`src/rtl/box_cursor_ctrl_if.sv`:
```
// Button inputs and cursor/select outputs of the 5x5 box cursor controller.
// No latency of its own; it only groups wires.
// No backpressure: every output is a one-way registered level or pulse.
interface box_cursor_ctrl_if;
  logic       btnL;
  logic       btnR;
  logic       btnU;
  logic       btnD;
  logic       btnC;
  logic [2:0] box_row;
  logic [2:0] box_col;
  logic       move_valid;
  logic       sel_valid;
  logic [2:0] sel_row;
  logic [2:0] sel_col;

  // Board/bench side: drives raw buttons and observes the cursor.
  modport master (
    output btnL, btnR, btnU, btnD, btnC,
    input  box_row, box_col, move_valid, sel_valid, sel_row, sel_col
  );

  // Controller side.
  modport slave (
    input  btnL, btnR, btnU, btnD, btnC,
    output box_row, box_col, move_valid, sel_valid, sel_row, sel_col
  );
endinterface

```
`src/rtl/box_cursor_ctrl.sv`:
```
// Cursor controller: sync + debounce + edge-detect buttons, arbitrate L>R>U>D, wrap in grid.
// Latency: stable raw press -> cursor update DEBOUNCE_CYCLES+3 edges later; select pulse same cycle.
// No backpressure: losing same-cycle presses are dropped. Optional macro BOX_CURSOR_AUTO_REPEAT_EN.
module box_cursor_ctrl #(
  parameter int DEBOUNCE_CYCLES = 1000000,
  parameter int GRID_ROWS       = 5,
  parameter int GRID_COLS       = 5,
  parameter int REPEAT_DELAY    = 50000000,
  parameter int REPEAT_PERIOD   = 15000000
) (
  input logic           clk,
  input logic           rst,
  box_cursor_ctrl_if.slave bus
);

  localparam int CW  = $clog2(DEBOUNCE_CYCLES);
  localparam int RCW = $clog2((REPEAT_DELAY > REPEAT_PERIOD) ? REPEAT_DELAY : REPEAT_PERIOD);

  // Reject parameter sets the counters and 3-bit coordinates cannot represent.
  if (DEBOUNCE_CYCLES < 2 || GRID_ROWS < 2 || GRID_ROWS > 8 || GRID_COLS < 2 || GRID_COLS > 8
      || REPEAT_DELAY < 2 || REPEAT_PERIOD < 2) begin : g_param_check
    $error("box_cursor_ctrl: illegal parameter value");
  end

  // Button bit order: 0=L 1=R 2=U 3=D 4=C.
  logic [4:0]    raw;
  logic [4:0]    sync1, sync2;
  logic [4:0]    deb;
  logic [4:0]    press;
  logic [CW-1:0] cnt [5];

  logic       press_move;
  logic [1:0] press_dir;
  logic       move_req;
  logic [1:0] move_dir;
  logic [2:0] row_q, col_q, row_n, col_n;
  logic       move_q, sel_q;
  logic [2:0] sel_row_q, sel_col_q;

  assign raw = {bus.btnC, bus.btnD, bus.btnU, bus.btnR, bus.btnL};

  // Two-flop synchroniser for the asynchronous buttons.
  always_ff @(posedge clk or posedge rst) begin
    if (rst) begin
      sync1 <= '0;
      sync2 <= '0;
    end else begin
      sync1 <= raw;
      sync2 <= sync1;
    end
  end

  // Debounce: level flips only after the synced level disagrees long enough; rising flip is the press.
  always_ff @(posedge clk or posedge rst) begin
    if (rst) begin
      deb   <= '0;
      press <= '0;
      for (int i = 0; i < 5; i++) cnt[i] <= '0;
    end else begin
      for (int i = 0; i < 5; i++) begin
        press[i] <= 1'b0;
        if (sync2[i] == deb[i]) begin
          cnt[i] <= '0;
        end else if (cnt[i] == CW'(DEBOUNCE_CYCLES - 1)) begin
          deb[i]   <= sync2[i];
          press[i] <= sync2[i];
          cnt[i]   <= '0;
        end else begin
          cnt[i] <= cnt[i] + 1'b1;
        end
      end
    end
  end

  // Fixed-priority pick among fresh direction presses.
  always_comb begin
    press_move = 1'b1;
    press_dir  = 2'd0;
    if (press[0])      press_dir = 2'd0;
    else if (press[1]) press_dir = 2'd1;
    else if (press[2]) press_dir = 2'd2;
    else if (press[3]) press_dir = 2'd3;
    else               press_move = 1'b0;
  end

`ifdef BOX_CURSOR_AUTO_REPEAT_EN
  typedef enum logic [1:0] {IDLE, DELAY, REPEAT} rstate_t;

  rstate_t        rstate, rstate_n;
  logic [RCW-1:0] rcnt, rcnt_n;
  logic [1:0]     rdir, rdir_n;
  logic           rep_step;
  logic           held;

  assign held = deb[{1'b0, rdir}];

  // Repeat FSM state, counter and recorded direction.
  always_ff @(posedge clk or posedge rst) begin
    if (rst) begin
      rstate <= IDLE;
      rcnt   <= '0;
      rdir   <= 2'd0;
    end else begin
      rstate <= rstate_n;
      rcnt   <= rcnt_n;
      rdir   <= rdir_n;
    end
  end

  // Repeat FSM next state; a fresh press always restarts the delay with its direction.
  always_comb begin
    rstate_n = rstate;
    rcnt_n   = rcnt + 1'b1;
    rdir_n   = rdir;
    rep_step = 1'b0;
    case (rstate)
      IDLE: rcnt_n = '0;
      DELAY: begin
        if (!held) begin
          rstate_n = IDLE;
          rcnt_n   = '0;
        end else if (rcnt == RCW'(REPEAT_DELAY - 1)) begin
          rep_step = 1'b1;
          rstate_n = REPEAT;
          rcnt_n   = '0;
        end
      end
      REPEAT: begin
        if (!held) begin
          rstate_n = IDLE;
          rcnt_n   = '0;
        end else if (rcnt == RCW'(REPEAT_PERIOD - 1)) begin
          rep_step = 1'b1;
          rcnt_n   = '0;
        end
      end
      default: begin
        rstate_n = IDLE;
        rcnt_n   = '0;
      end
    endcase
    if (press_move) begin
      rstate_n = DELAY;
      rdir_n   = press_dir;
      rcnt_n   = '0;
    end
  end

  assign move_req = press_move | rep_step;
  assign move_dir = press_move ? press_dir : rdir;
`else
  assign move_req = press_move;
  assign move_dir = press_dir;
`endif

  // Wrapped next cursor position; rows and columns move independently.
  always_comb begin
    row_n = row_q;
    col_n = col_q;
    if (move_req) begin
      case (move_dir)
        2'd0:    col_n = (col_q == 3'd0) ? 3'(GRID_COLS - 1) : col_q - 3'd1;
        2'd1:    col_n = (col_q == 3'(GRID_COLS - 1)) ? 3'd0 : col_q + 3'd1;
        2'd2:    row_n = (row_q == 3'd0) ? 3'(GRID_ROWS - 1) : row_q - 3'd1;
        default: row_n = (row_q == 3'(GRID_ROWS - 1)) ? 3'd0 : row_q + 3'd1;
      endcase
    end
  end

  // Registered cursor, move pulse, and select capture of the pre-move position.
  always_ff @(posedge clk or posedge rst) begin
    if (rst) begin
      row_q     <= '0;
      col_q     <= '0;
      move_q    <= 1'b0;
      sel_q     <= 1'b0;
      sel_row_q <= '0;
      sel_col_q <= '0;
    end else begin
      row_q  <= row_n;
      col_q  <= col_n;
      move_q <= move_req;
      sel_q  <= press[4];
      if (press[4]) begin
        sel_row_q <= row_q;
        sel_col_q <= col_q;
      end
    end
  end

  assign bus.box_row    = row_q;
  assign bus.box_col    = col_q;
  assign bus.move_valid = move_q;
  assign bus.sel_valid  = sel_q;
  assign bus.sel_row    = sel_row_q;
  assign bus.sel_col    = sel_col_q;

endmodule

```
`src/flat_wrapper.sv`:
```
// flat-port wrapper written by rule: the top's interface ports become plain ports
module box_cursor_ctrl_flat 
#(
  parameter int DEBOUNCE_CYCLES = 1000000,
  parameter int GRID_ROWS       = 5,
  parameter int GRID_COLS       = 5,
  parameter int REPEAT_DELAY    = 50000000,
  parameter int REPEAT_PERIOD   = 15000000
)
  (clk, rst, bus_btnL, bus_btnR, bus_btnU, bus_btnD, bus_btnC, bus_box_row, bus_box_col, bus_move_valid, bus_sel_valid, bus_sel_row, bus_sel_col);
  box_cursor_ctrl_if bus_i ();
  input logic clk;
  input logic rst;
  input wire logic [$bits(bus_i.btnL)-1:0] bus_btnL;
  input wire logic [$bits(bus_i.btnR)-1:0] bus_btnR;
  input wire logic [$bits(bus_i.btnU)-1:0] bus_btnU;
  input wire logic [$bits(bus_i.btnD)-1:0] bus_btnD;
  input wire logic [$bits(bus_i.btnC)-1:0] bus_btnC;
  output wire logic [$bits(bus_i.box_row)-1:0] bus_box_row;
  output wire logic [$bits(bus_i.box_col)-1:0] bus_box_col;
  output wire logic [$bits(bus_i.move_valid)-1:0] bus_move_valid;
  output wire logic [$bits(bus_i.sel_valid)-1:0] bus_sel_valid;
  output wire logic [$bits(bus_i.sel_row)-1:0] bus_sel_row;
  output wire logic [$bits(bus_i.sel_col)-1:0] bus_sel_col;
  assign bus_i.btnL = bus_btnL;
  assign bus_i.btnR = bus_btnR;
  assign bus_i.btnU = bus_btnU;
  assign bus_i.btnD = bus_btnD;
  assign bus_i.btnC = bus_btnC;
  assign bus_box_row = bus_i.box_row;
  assign bus_box_col = bus_i.box_col;
  assign bus_move_valid = bus_i.move_valid;
  assign bus_sel_valid = bus_i.sel_valid;
  assign bus_sel_row = bus_i.sel_row;
  assign bus_sel_col = bus_i.sel_col;
  box_cursor_ctrl #(.DEBOUNCE_CYCLES(DEBOUNCE_CYCLES), .GRID_ROWS(GRID_ROWS), .GRID_COLS(GRID_COLS), .REPEAT_DELAY(REPEAT_DELAY), .REPEAT_PERIOD(REPEAT_PERIOD)) u_core (.clk(clk), .rst(rst), .bus(bus_i));
endmodule
```
`config.mk`:
```
export PLATFORM = sky130hd
export DESIGN_NAME = box_cursor_ctrl_flat
export DESIGN_NICKNAME = d
export VERILOG_FILES = /design/src/rtl/box_cursor_ctrl_if.sv /design/src/rtl/box_cursor_ctrl.sv /design/src/flat_wrapper.sv
export SDC_FILE = /design/constraint.sdc
export NUM_CORES = 1
export LEC_CHECK = 0
export BUFFER_PORTS_ARGS = -buffer_cell sky130_fd_sc_hd__buf_2
export CAP_MARGIN = 0
export CORE_MARGIN = 2
export CORE_UTILIZATION = 31
export CTS_BUF_LIST = sky130_fd_sc_hd__clkbuf_8
export DETAILED_ROUTE_END_ITERATION = 10
export PLACE_DENSITY = 0.55
export SKIP_CTS_REPAIR_TIMING = 1
export SLEW_MARGIN = 10
export SYNTH_ARGS = -nofsm -noshare
export SYNTH_HDL_FRONTEND = slang
export SYNTH_SLANG_ARGS = --single-unit
```
`constraint.sdc`:
```
create_clock -name clk -period 3.55 [get_ports clk]
set_input_delay 0.1775 -clock clk [delete_from_list [all_inputs] [get_ports clk]]
set_output_delay 0.1775 -clock clk [all_outputs]
set_load 0.005 [all_outputs]
```
Yosys cells after proc, flatten, opt, wreduce, memory -nomap -nowiden
Index checks and enable logic that the tools add are counted.

cells by class
  $add $sub $neg = 9
  eq/ne operators = 14
  multiplexer cells = 34
  bitwise gates (word level) = 6
  reduce and logical (&&, ||, !) cells = 12

operators by type and width
  kind                                                 number
  2-to-1 mux 20 bit                                    10
  adder 20 x 1 -> 20 bit, second input constant        5
  equality test 20 bit, second input constant          5
  2-to-1 mux 1 bit                                     14
  AND reduction 2 bit                                  7
  2-to-1 mux 3 bit                                     4
  case mux 3 bit (2 select lines)                      2
  2-to-1 mux 2 bit                                     4
  adder 3 x 1 -> 3 bit, second input constant          2
  equality test 3 bit, second input constant           2
  logical NOT 3 bit                                    2
  NOT 1 bit                                            6
  subtractor 3 x 1 -> 3 bit, second input constant     2
  equality test 1 bit                                  5
  equality test 2 x 1 -> 1 bit, second input constant  1
  equality test 2 bit, second input constant           1
  logical NOT 2 bit                                    1
  nonzero test 2 bit                                   1
  OR reduction 2 bit                                   1

word-level totals
  register bits = 134
  input port bits = 7
  output and inout port bits = 14
  logic and storage cells = 94

Longest topological paths before layout
  word-level depth = 8
  gate-level depth with buffers = 7
  gate-level depth less buffers = 6

Least setup slack after synthesis
OpenSTA, ideal clock, no wires.

  path kind = register to register
  start point = reg u_core.cnt[60] (netlist name)
  end point = reg u_core.cnt[78] (netlist name)
  arrival time = 1.830 ns
  required time = 3.477 ns
  path slack = 1.647 ns
  stages on the path, launching flop included = 6
  buffers on the path = 0
  period minus slack after synthesis = 1.903 ns
  cells stage by stage = dfrtp_1 ha_1 nand3_2 or4_4 or4_4 a21oi_2

on the way
  longest elaborated chain between the ends = 3
  elaborated cells on any way between the ends = 4
  classes of those cells = add/sub: 1; eq/ne: 1; mux: 2

RTL lines
  what                                                                   RTL line                                      source
  start, declared                                                        box_cursor_ctrl.sv:30                         logic [CW-1:0] cnt [5];
  start signal, assigned by index                                        box_cursor_ctrl.sv:69                         cnt[i] <= cnt[i] + 1'b1;
  adder 20 x 1 -> 20 bit / equality test 20 bit (equally long branches)  box_cursor_ctrl.sv:69, box_cursor_ctrl.sv:64
  2-to-1 mux 20 bit *                                                    box_cursor_ctrl.sv:64                         end else if (cnt[i] == CW'(DEBOUNCE_CYCLES - 1)) begin
  2-to-1 mux 20 bit *                                                    box_cursor_ctrl.sv:62                         if (sync2[i] == deb[i]) begin

Every way passes the cells marked *; elsewhere a longest branch is shown, timed or not.
A chain may end at the register's enable or synchronous reset.

Worst setup path after layout
  start point = reg u_core.cnt[76] (netlist name)
  end point = reg u_core.cnt[69] (netlist name)

on the way
  longest elaborated chain between the ends = 3

RTL lines
  what                  RTL line
  equality test 20 bit  box_cursor_ctrl.sv:64
  2-to-1 mux 20 bit     box_cursor_ctrl.sv:64
  2-to-1 mux 20 bit     box_cursor_ctrl.sv:62

Every way passes these cells.

==> flow_summary.json <==
{
  "ys_top_cells_by_area": "dfrtp_1 (52%), xor2_1 (5.1%), nor2_1 (4.4%)",
  "layout.nets": 676,
  "yosysTopAreaCell": "dfrtp_1",
  "drc": 0,
  "synthDistinctLibCells": 49,
  "worstSetupPathType": "reg2reg",
  "clk_latency_ps": 450,
  "grt_antenna_before_repair": 0,
  "via_per_inst": 5.044,
  "core-area_um2": 20230,
  "synth_compound_area_share_pct": 8.571,
  "vias": 4741,
  "place_congestion": 0.8009,
  "synthesis.nets": 642,
  "die_w_um": 147.6,
  "cts_sinks": 134,
  "outcome": "completed",
  "syn_to_final_growth_pct": 14.81,
  "crit_path_end_kind": "flop",
  "place_ws_ps": 1264,
  "p_per_area_nw_per_um2": 426.1,
  "tns_ps": 0,
  "tritoncts": "yes",
  "yosysWarnings": 0,
  "skew_ps": 13.20,
  "syn-cell-area_um2": 6394,
  "worst_pin_slew_ps": 980.2,
  "final_cells": 940,
  "yosysSeqAreaShare_pct": 52.45,
  "post_dp_cell_area_um2": 6818,
  "portBuffers": 20,
  "numCtsBuffers": 17,
  "place_inst": 903,
  "boundaryPins": 21,
  "drt_iter0_markers": 278,
  "leakagePower_nw": 3.084,
  "fin_area_um2": 7341,
  "dieHeight_um": 147.6,
  "report.final.slew_viol_count": 0,
  "layout_setup_ws_ps": 1236,
  "rsz0062_at_grt": "false",
  "min_path_type": "reg2reg",
  "hold_viol": 0,
  "grt_use_total_pct": 12.38,
  "whs_ps": 349.2,
  "slew_headroom_pct": 34.43,
  "crit_required_ps": 3880,
  "synthDominantCellAreaShare_pct": 52.45,
  "ir_drop_v": 0.0002304,
  "cts_root_buffer": "clkbuf_8",
  "rows": 52,
  "grt.overflow.total": 0,
  "setup_violations": 0,
  "power_mw": 3.128,
  "final_antenna_net_count": 0,
  "synth-adder-area-share_pct": 2.153,
  "synth_mux_area_share_pct": 1.918,
  "ys_seq_elements": 134,
  "cts_buffer_depth": 2,
  "critPathMaxFanout": 11,
  "synthCells": 624,
  "clk_pin_slew_ps": 80,
  "drt-total-wl_um": 12530,
  "seq_area_um2": 3353,
  "post-route-period-util_pct": 65.18,
  "max_cap_violations": 0,
  "synthXorXnorAreaFrac_pct": 8.767,
  "grt_max_degree": 135,
  "cp.arrival_ps": 2640,
  "grt_pass1_vias": 4764,
  "final_core_util_pct": 36.28,
  "num_antenna_cells": 0,
  "firstDrtPassIters": 5,
  "die_area_um2": 21790,
  "synth-simple-area-share_pct": 23.82,
  "synth_top_family_by_area": "simple AND/OR/NAND/NOR gates",
  "drive_gt1_share_pct": 12.09,
  "n_fill_cell": 2002,
  "multi_input_area_um2": 2902,
  "htree_num_levels": 4,
  "hpwlAfterDp_um": 8380,
  "synth_edf_count": 0,
  "initial_utilization_pct": 31.60,
  "async_flop_share_pct": 100.0,
  "synth.avg_cell_area_um2": 10.25,
  "synth_ff_type": "dfrtp_1",
  "clock.fmax_ghz": 0.4322,
  "wl_per_cell_um": 13.33,
  "grt_pass1_wl_um": 22010,
  "cp-start-kind": "flop",
  "fin_crit_ps": 2314
}
==> sequential cells by signal, indices dropped and copies added, names as in the netlist, 3 cells and up <==
signal,count
u_core.press,5
u_core.sync2,5
u_core.bus.box_row,3
u_core.bus.sel_col,3
u_core.deb,5
u_core.bus.box_col,3
u_core.sync1,5
u_core.cnt,100
u_core.bus.sel_row,3
==> worst max-delay path, cell delays in order (launching register included) <==
cell and delay, ps:
dfrtp_1 400, nand3_1 130, or4b_1 580, o31ai_2 720, buf_4 310, nor2_1 70
==> final cells by class <==
| cell class | instances | area share [%] |
|---|---|---|
| clock inverter | 12 | 2.744 |
| multi-input combinational | 454 | 39.53 |
| clock buffer | 19 | 3.562 |
| inverter | 21 | 1.125 |
| timing repair buffer | 30 | 2.761 |
| tap | 270 | 4.602 |
| sequential | 134 | 45.68 |
==> placed cells by master (no fill, tap or decap), types with 3 or more instances in the layout <==
| cell | synthesis | routed |
|---|---|---|
| a21oi_1 | 37 | 37 |
| and2_1 | 8 | 8 |
| and3_1 | 15 | 15 |
| and4_1 | 6 | 6 |
| buf_2 | 8 | 20 |
| buf_4 | 1 | 3 |
| bufinv_16 | 0 | 5 |
| clkbuf_8 | 0 | 19 |
| clkinv_4 | 0 | 3 |
| dfrtp_1 | 134 | 134 |
| dlygate4sd3_1 | 0 | 6 |
| ha_1 | 11 | 11 |
| inv_1 | 21 | 21 |
| mux2_2 | 10 | 10 |
| nand2_1 | 35 | 35 |
| nand3_1 | 32 | 32 |
| nand3_2 | 3 | 3 |
| nand4_1 | 27 | 27 |
| nor2_1 | 75 | 75 |
| nor3_1 | 11 | 11 |
| nor4_1 | 11 | 11 |
| nor4b_1 | 4 | 4 |
| o21ai_0 | 22 | 22 |
| o31ai_1 | 18 | 16 |
| or3_1 | 18 | 18 |
| or4_1 | 15 | 15 |
| or4_4 | 3 | 3 |
| xnor2_1 | 27 | 27 |
| xor2_1 | 37 | 37 |
==> routing by layer <==
metal	vias up	global-route usage [%]	wire, um
met4	0	4.952	212
met5	-	0	0
met1	2368	15.26	5811
met2	55	20.56	6116
met3	15	3.457	393
li1	2303	-	-
==> worst paths after layout <==
path                                      startpoint                         to  slack, ps  cells past startpoint
max reg2reg                 u_core.cnt[76]$_DFF_PP0_   u_core.cnt[69]$_DFF_PP0_       1240                      5
max                         u_core.cnt[76]$_DFF_PP0_   u_core.cnt[69]$_DFF_PP0_       1240                      5
max in group asynchronous                        rst    u_core.cnt[1]$_DFF_PP0_       2520                      4
min in group asynchronous                        rst  u_core.sync1[2]$_DFF_PP0_        470                      4
min reg2reg                u_core.sync1[0]$_DFF_PP0_  u_core.sync2[0]$_DFF_PP0_        350                      0
min                        u_core.sync1[0]$_DFF_PP0_  u_core.sync2[0]$_DFF_PP0_        350                      0
==> cell usage after synthesis (3+ instances only) <==
cell	count
a21oi_1	37
and2_1	8
and3_1	15
and4_1	6
buf_2	8
clkbuf_1	6
dfrtp_1	134
ha_1	11
inv_1	21
mux2_2	10
nand2_1	35
nand3_1	32
nand3_2	3
nand4_1	27
nor2_1	75
nor3_1	11
nor4_1	11
nor4b_1	4
o21ai_0	22
o31ai_1	18
or3_1	18
or4_1	15
or4_4	3
xnor2_1	27
xor2_1	37
==> power breakdown <==
group	switching (mW)	internal (mW)
Clock	0.601	0.871
Combinational	0.0623	0.0286
Sequential	0.0193	1.55
==> logic make-up after synthesis <==
kind of cell,after synthesis
fa+ha+maj,11
flops,134
xor+xnor,64
buf+inv,36
mux,11
simple gates,280
compound gates,88
Note: power is estimated with default switching activity, not from simulation.
